--- src/rtl/key_pkg.sv ---
// -----------------------------------------------------------------------------
// key_pkg
// Shared types and constants for the key_scan pushbutton front end.
//   key_state_t      : per-key debounce FSM state (2-bit enum)
//   KEY_CNT_W        : width of the debounce window counter
//   KEY_LONG_W       : width of the long-press hold counter
//   KEY_CNT_MAX_DEF  : default debounce window, cycles minus one (20 ms @ 50 MHz)
//   KEY_LONG_MAX_DEF : default long-press hold, cycles minus one (1 s @ 50 MHz)
//   key_is_held()    : true in the states where the debounced level is "pressed"
// -----------------------------------------------------------------------------
package key_pkg;

  typedef enum logic [1:0] {
    IDLE       = 2'd0,
    PRESS_DB   = 2'd1,
    DOWN       = 2'd2,
    RELEASE_DB = 2'd3
  } key_state_t;

  localparam int KEY_CNT_W  = 20;
  localparam int KEY_LONG_W = 26;

  localparam logic [KEY_CNT_W-1:0]  KEY_CNT_MAX_DEF  = 20'd999_999;
  localparam logic [KEY_LONG_W-1:0] KEY_LONG_MAX_DEF = 26'd49_999_999;

  localparam logic [KEY_CNT_W-1:0]  KEY_CNT_ZERO  = {KEY_CNT_W{1'b0}};
  localparam logic [KEY_CNT_W-1:0]  KEY_CNT_ONE   = {{(KEY_CNT_W-1){1'b0}}, 1'b1};
  localparam logic [KEY_LONG_W-1:0] KEY_LONG_ZERO = {KEY_LONG_W{1'b0}};
  localparam logic [KEY_LONG_W-1:0] KEY_LONG_ONE  = {{(KEY_LONG_W-1){1'b0}}, 1'b1};

  // The debounced level reads "pressed" from DOWN until a release completes,
  // so RELEASE_DB still counts as held.
  function automatic logic key_is_held(input key_state_t s);
    logic held;
    case (s)
      DOWN:       held = 1'b1;
      RELEASE_DB: held = 1'b1;
      IDLE:       held = 1'b0;
      PRESS_DB:   held = 1'b0;
      default:    held = 1'b0;
    endcase
    return held;
  endfunction

endpackage

--- src/rtl/key_filter.sv ---
// -----------------------------------------------------------------------------
// key_filter
// One pushbutton: two-flop synchroniser, debounce FSM with window counter,
// and registered level / press / release / long-press outputs.
// Optional long-press detection is built only when KEY_LONG_PRESS_EN is defined;
// otherwise key_long is held at 0.
// Ports:
//   sys_clk     : system clock
//   sys_rst     : synchronous, active-high reset
//   key_raw     : raw asynchronous pin, active-low (0 = pressed)
//   key_level   : debounced level, 1 = pressed
//   key_press   : one-cycle pulse on a debounced press
//   key_release : one-cycle pulse on a debounced release
//   key_long    : one-cycle pulse after LONG_MAX+1 held cycles (optional)
// -----------------------------------------------------------------------------
module key_filter
  import key_pkg::*;
#(
  parameter logic [KEY_CNT_W-1:0]  CNT_MAX  = KEY_CNT_MAX_DEF,
  parameter logic [KEY_LONG_W-1:0] LONG_MAX = KEY_LONG_MAX_DEF
) (
  input  logic sys_clk,
  input  logic sys_rst,
  input  logic key_raw,
  output logic key_level,
  output logic key_press,
  output logic key_release,
  output logic key_long
);

  logic                 meta_q, meta_d;
  logic                 sync_q, sync_d;
  key_state_t           state_q, state_d;
  logic [KEY_CNT_W-1:0] cnt_q, cnt_d;
  logic                 level_q, level_d;
  logic                 press_q, press_d;
  logic                 release_q, release_d;
  logic                 long_q, long_d;

  // Synchroniser next-state: the raw pin ripples through two stages.
  always_comb begin
    meta_d = key_raw;
    sync_d = meta_q;
  end

  // Debounce FSM next-state and pulse decode; any opposite sample while
  // debouncing returns to the stable state and restarts the window.
  always_comb begin
    state_d   = state_q;
    cnt_d     = cnt_q;
    press_d   = 1'b0;
    release_d = 1'b0;
    case (state_q)
      IDLE: begin
        cnt_d = KEY_CNT_ZERO;
        if (!sync_q) begin
          state_d = PRESS_DB;
        end else begin
          state_d = IDLE;
        end
      end
      PRESS_DB: begin
        if (sync_q) begin
          state_d = IDLE;
          cnt_d   = KEY_CNT_ZERO;
        end else if (cnt_q < CNT_MAX) begin
          cnt_d = cnt_q + KEY_CNT_ONE;
        end else begin
          state_d = DOWN;
          cnt_d   = KEY_CNT_ZERO;
          press_d = 1'b1;
        end
      end
      DOWN: begin
        cnt_d = KEY_CNT_ZERO;
        if (sync_q) begin
          state_d = RELEASE_DB;
        end else begin
          state_d = DOWN;
        end
      end
      RELEASE_DB: begin
        if (!sync_q) begin
          state_d = DOWN;
          cnt_d   = KEY_CNT_ZERO;
        end else if (cnt_q < CNT_MAX) begin
          cnt_d = cnt_q + KEY_CNT_ONE;
        end else begin
          state_d   = IDLE;
          cnt_d     = KEY_CNT_ZERO;
          release_d = 1'b1;
        end
      end
      default: begin
        state_d = IDLE;
        cnt_d   = KEY_CNT_ZERO;
      end
    endcase
    // Level is registered from the next state, so it moves on the same edge
    // as the press/release pulse.
    level_d = key_is_held(state_d);
  end

`ifdef KEY_LONG_PRESS_EN
  logic [KEY_LONG_W-1:0] hold_q, hold_d;
  logic                  long_done_q, long_done_d;
  logic                  enter_down_s;

  // Hold counter: restarts on every entry to DOWN, saturates at LONG_MAX and
  // fires once; the done flag only clears once the key is back out of DOWN /
  // RELEASE_DB, so a release bounce cannot produce a second long pulse.
  always_comb begin
    hold_d       = hold_q;
    long_done_d  = long_done_q;
    long_d       = 1'b0;
    enter_down_s = (state_d == DOWN) && (state_q != DOWN);
    if (key_is_held(state_q)) begin
      if (hold_q < LONG_MAX) begin
        hold_d = hold_q + KEY_LONG_ONE;
      end else if (!long_done_q) begin
        long_d      = 1'b1;
        long_done_d = 1'b1;
      end else begin
        hold_d = hold_q;
      end
    end else begin
      hold_d      = KEY_LONG_ZERO;
      long_done_d = 1'b0;
    end
    if (enter_down_s) begin
      hold_d = KEY_LONG_ZERO;
    end else begin
      hold_d = hold_d;
    end
  end

  // Hold counter and done-flag registers.
  always_ff @(posedge sys_clk) begin
    if (sys_rst) begin
      hold_q      <= KEY_LONG_ZERO;
      long_done_q <= 1'b0;
    end else begin
      hold_q      <= hold_d;
      long_done_q <= long_done_d;
    end
  end
`else
  // Long-press detection not built: the pulse source is constant low.
  always_comb begin
    long_d = 1'b0;
  end
`endif

  // State, counter, synchroniser and output registers; synchroniser resets
  // to "released" so a key held through reset is debounced afresh.
  always_ff @(posedge sys_clk) begin
    if (sys_rst) begin
      meta_q    <= 1'b1;
      sync_q    <= 1'b1;
      state_q   <= IDLE;
      cnt_q     <= KEY_CNT_ZERO;
      level_q   <= 1'b0;
      press_q   <= 1'b0;
      release_q <= 1'b0;
      long_q    <= 1'b0;
    end else begin
      meta_q    <= meta_d;
      sync_q    <= sync_d;
      state_q   <= state_d;
      cnt_q     <= cnt_d;
      level_q   <= level_d;
      press_q   <= press_d;
      release_q <= release_d;
      long_q    <= long_d;
    end
  end

  assign key_level   = level_q;
  assign key_press   = press_q;
  assign key_release = release_q;
  assign key_long    = long_q;

endmodule

--- src/rtl/key_scan.sv ---
// -----------------------------------------------------------------------------
// key_scan
// Bank of KEY_W independent debounced pushbuttons on sys_clk. Each key gets
// its own key_filter; keys never interact and may pulse in the same cycle.
// Optional feature macro: KEY_LONG_PRESS_EN (enables key_long pulses).
// Ports:
//   sys_clk     : system clock, the only clock
//   sys_rst     : synchronous, active-high reset
//   key_in      : raw active-low button pins (0 = pressed)
//   key_level   : debounced level per key, 1 = pressed
//   key_press   : one-cycle pulse per debounced press
//   key_release : one-cycle pulse per debounced release
//   key_long    : one-cycle pulse per long hold (0 without KEY_LONG_PRESS_EN)
// -----------------------------------------------------------------------------
module key_scan
  import key_pkg::*;
#(
  parameter int                    KEY_W    = 4,
  parameter logic [KEY_CNT_W-1:0]  CNT_MAX  = KEY_CNT_MAX_DEF,
  parameter logic [KEY_LONG_W-1:0] LONG_MAX = KEY_LONG_MAX_DEF
) (
  input  logic             sys_clk,
  input  logic             sys_rst,
  input  logic [KEY_W-1:0] key_in,
  output logic [KEY_W-1:0] key_level,
  output logic [KEY_W-1:0] key_press,
  output logic [KEY_W-1:0] key_release,
  output logic [KEY_W-1:0] key_long
);

  for (genvar k = 0; k < KEY_W; k++) begin : g_key
    key_filter #(
      .CNT_MAX  (CNT_MAX),
      .LONG_MAX (LONG_MAX)
    ) u_filter (
      .sys_clk     (sys_clk),
      .sys_rst     (sys_rst),
      .key_raw     (key_in[k]),
      .key_level   (key_level[k]),
      .key_press   (key_press[k]),
      .key_release (key_release[k]),
      .key_long    (key_long[k])
    );
  end

endmodule

--- config.mk ---
export PLATFORM = sky130hd
export DESIGN_NAME = key_scan
export DESIGN_NICKNAME = d
export VERILOG_FILES = /design/src/rtl/key_pkg.sv /design/src/rtl/key_filter.sv /design/src/rtl/key_scan.sv
export SDC_FILE = /design/constraint.sdc
export NUM_CORES = 1
export LEC_CHECK = 0
export ABC_AREA = 1
export BUFFER_PORTS_ARGS = -buffer_cell sky130_fd_sc_hd__buf_4
export CAP_MARGIN = 0
export CELL_PAD_IN_SITES_DETAIL_PLACEMENT = 1
export CELL_PAD_IN_SITES_GLOBAL_PLACEMENT = 1
export CORE_MARGIN = 1
export CORE_UTILIZATION = 41
export CTS_BUF_LIST = sky130_fd_sc_hd__clkbuf_16
export DETAILED_ROUTE_END_ITERATION = 8
export HOLD_SLACK_MARGIN = 0.15
export PLACE_DENSITY_LB_ADDON = 0.1
export SLEW_MARGIN = 30
export SYNTH_ARGS = -nofsm -noshare
export SYNTH_HDL_FRONTEND = slang
export SYNTH_SLANG_ARGS = --single-unit
--- constraint.sdc ---
create_clock -name sys_clk -period 1.3 [get_ports sys_clk]
set_input_delay 0.26 -clock sys_clk [delete_from_list [all_inputs] [get_ports sys_clk]]
set_output_delay 0.26 -clock sys_clk [all_outputs]
set_load 0.01 [all_outputs]
==> results.txt <==
final worst slack: -0.180 ns
PwrDens: 742 mW/mm^2
Seq/Total Area, Yosys: 42.9%
Num CTS Buffers: 9
pin count of the biggest net entering global routing: 20
Ports: 22
number of synthesized flops with an enable pin: 0
core area: 0.0120 mm^2
Max Cap Viol: 0
first-pass GRT wire length: 23.0 mm
initial antenna violation count: 0
routed length per placed instance: 17.5 um
drt initial violations: 220
I/O Buffers: 17
Pins Over Slew Limit: 0
via count: 5004
Netlist cell types: 30
Syn. warnings: 0
# clock sinks: 108
status: complete, but fails checks
# rows: 40
GRT Overall Usage: 22.7%
Tot Pwr: 5.90 mW
fin crit period: 1.48 ns
clock buffer depth: 2
fin nets: 852
mapped cell area: 0.00504 mm^2
Yosys top cell area share: 42.9%
Syn-to-layout area delta: 57.6%
hpwl dp: 9.18 mm
vias per std cell: 5.04
asr flop ratio synth: 0%
setup_tns: -7.91 ns
final hold violation count: 0
Worst Path Required: 1.55 ns
DIE WIDTH: 113 um
largest cells by area after synthesis: dfxtp_1 43%, nor2_1 11%, nand2_1 8.9%
fin util: 66.2%
cell taking the most area after synthesis: dfxtp_1
Clock Pin Slew Worst Setup and Hold Paths: 0.07 ns
total congestion overflow: 0
drc violations: 0
period utilisation layout: 114%
clk_lat worst skew: 0.36 ns
total length of routed wires: 17.4 mm
Syn Inst Count: 675
Worst Skew: 0.00851 ns
commonest non-fill, non-tap cell in the layout: buf_4
H-Tree Depth: 3
Setup crit end kind: register
GPL Wtd Cong: 0.817
TritonCTS clock tree: yes
average cell area after synthesis: 7.47 um^2
failing checks: negative setup slack
pre-CTS WS: -0.135 ns
Arr. time, crit path: 1.72 ns
vias in the first global route: 5019
Final setup viols: 92
DRT Pass-1 Iters: 4
layout cells sized above 1: 56.4%
Hold Slack: 0.257 ns
Critical Path Fanout Max: 4
DIE HEIGHT: 113 um
Die ar.: 0.0127 mm^2
maximum VDD drop: 0.000893 V
Worst Setup Start Kind: register
final antenna-violating net count: 0
Leak Pwr: 3.08 nW
number of diodes: 0
most frequent cells in the layout: 144 x buf_4, 90 x nand2_1, 74 x nor2_1, 49 x nor2_2, 49 x dfxtp_1
CP Class: register to register
fmax: 676 MHz
top_reg_cell synth: dfxtp_1
HP Class: input pin to register
Yosys reg bits: 108
Initial Util: 42.0%
root buffer cell: clkbuf_16
RSZ-0062 raised after global routing: true
## layer usage
| metal | global-route usage [%] | part of all wire [%] | up-vias |
|---|---|---|---|
| met2 | 42.5 | 54 | 79 |
| met1 | 26.0 | 40 | 2454 |
| met5 | 0 | 0 | - |
| li1 | - | - | 2428 |
| met3 | 2.62 | 2.1 | 43 |
| met4 | 9.74 | 3.6 | 0 |
## per-stage QoR
step / cell area (um^2) / cells
after CTS: 6930 / 972
after global routing: 7950 / 992
after global placement: 6180 / 940
final: 7950 / 992
after detailed placement: 6180 / 940
after floorplan: 5120 / 678
## critical path, stage by stage, from the launching register on
cell and delay, ns:
dfxtp_4 0.37, ha_4 0.14, nand2_4 0.05, nor2_4 0.18, nand3_4 0.12, nor2_4 0.16, nand3_2 0.08, xor2_1 0.19
nor2_1 0.07
## area by class of cell
| cell class | count | area [um^2] |
|---|---|---|
| clock buffer | 9 | 225 |
| clock inverter | 5 | 21.3 |
| timing repair buffer | 174 | 1520 |
| sequential | 108 | 2270 |
| inverter | 70 | 275 |
| multi-input combinational | 479 | 3460 |
| fill | 1366 | 4070 |
| tap | 147 | 184 |
## power breakdown
| part | switching (mW) | internal [mW] |
|---|---|---|
| Clock | 1.24 | 1.25 |
| Sequential | 0.0168 | 3.29 |
| Combinational | 0.0517 | 0.0478 |
## cell usage after synthesis (4+ instances only)
| cell type | count |
|---|---|
| xnor2_1 | 12 |
| o21ai_0 | 17 |
| inv_2 | 5 |
| nor2_4 | 4 |
| ha_1 | 4 |
| nand4_1 | 11 |
| nor2_2 | 9 |
| nor2_1 | 154 |
| inv_1 | 65 |
| nand2_2 | 5 |
| nor3_1 | 14 |
| nand3_1 | 42 |
| buf_4 | 19 |
| nand3_2 | 10 |
| nand2_1 | 119 |
| xor2_1 | 39 |
| buf_6 | 4 |
| a21oi_1 | 11 |
| or2_2 | 10 |
| dfxtp_1 | 108 |
## registers in the layout, summed over array words and instances (netlist names)
register,flops
g_key.u_filter.key_release,4
g_key.u_filter.state_q,8
g_key.u_filter.sync_q,4
g_key.u_filter.key_level,4
g_key.u_filter.key_press,4
g_key.u_filter.meta_q,4
g_key.u_filter.cnt_q,80
## timing repair
action	in CTS	in global routing
gates resized for setup	117	240
hold buffers	4	0
pin swaps	27	68
endpoints found under the hold margin	4	0
setup buffers	10	16
setup endpoints to repair	95	98
cloned	4	5
## cells by family (layout without fill, tap and decap cells)
| logic type | Yosys count | in the layout | share of synthesized area (%) |
|---|---|---|---|
| xor gates and xnor gates | 51 | 51 | 8.86 |
| adders and majority gates | 4 | 4 | 0.993 |
| AOI/OAI and AO/OA | 35 | 35 | 3.75 |
| and+or+nand+nor | 382 | 385 | 34.2 |
| other | 1 | 4 | 0.0744 |
| buffers and inverters | 94 | 258 | 9.23 |
| DFF | 108 | 108 | 42.9 |
## final timing paths
check | start | endpoint | slack (ns) | cells after the start
max reg2reg | g_key[1].u_filter.cnt_q[0] | g_key[1].u_filter.cnt_q[18] | -0.18 | 8
max | g_key[1].u_filter.cnt_q[0] | g_key[1].u_filter.cnt_q[18] | -0.18 | 8
min reg2reg | g_key[2].u_filter.meta_q | g_key[2].u_filter.sync_q | 0.42 | 1
min | sys_rst | g_key[3].u_filter.meta_q | 0.26 | 3
Power figures use the tool's default switching activity.
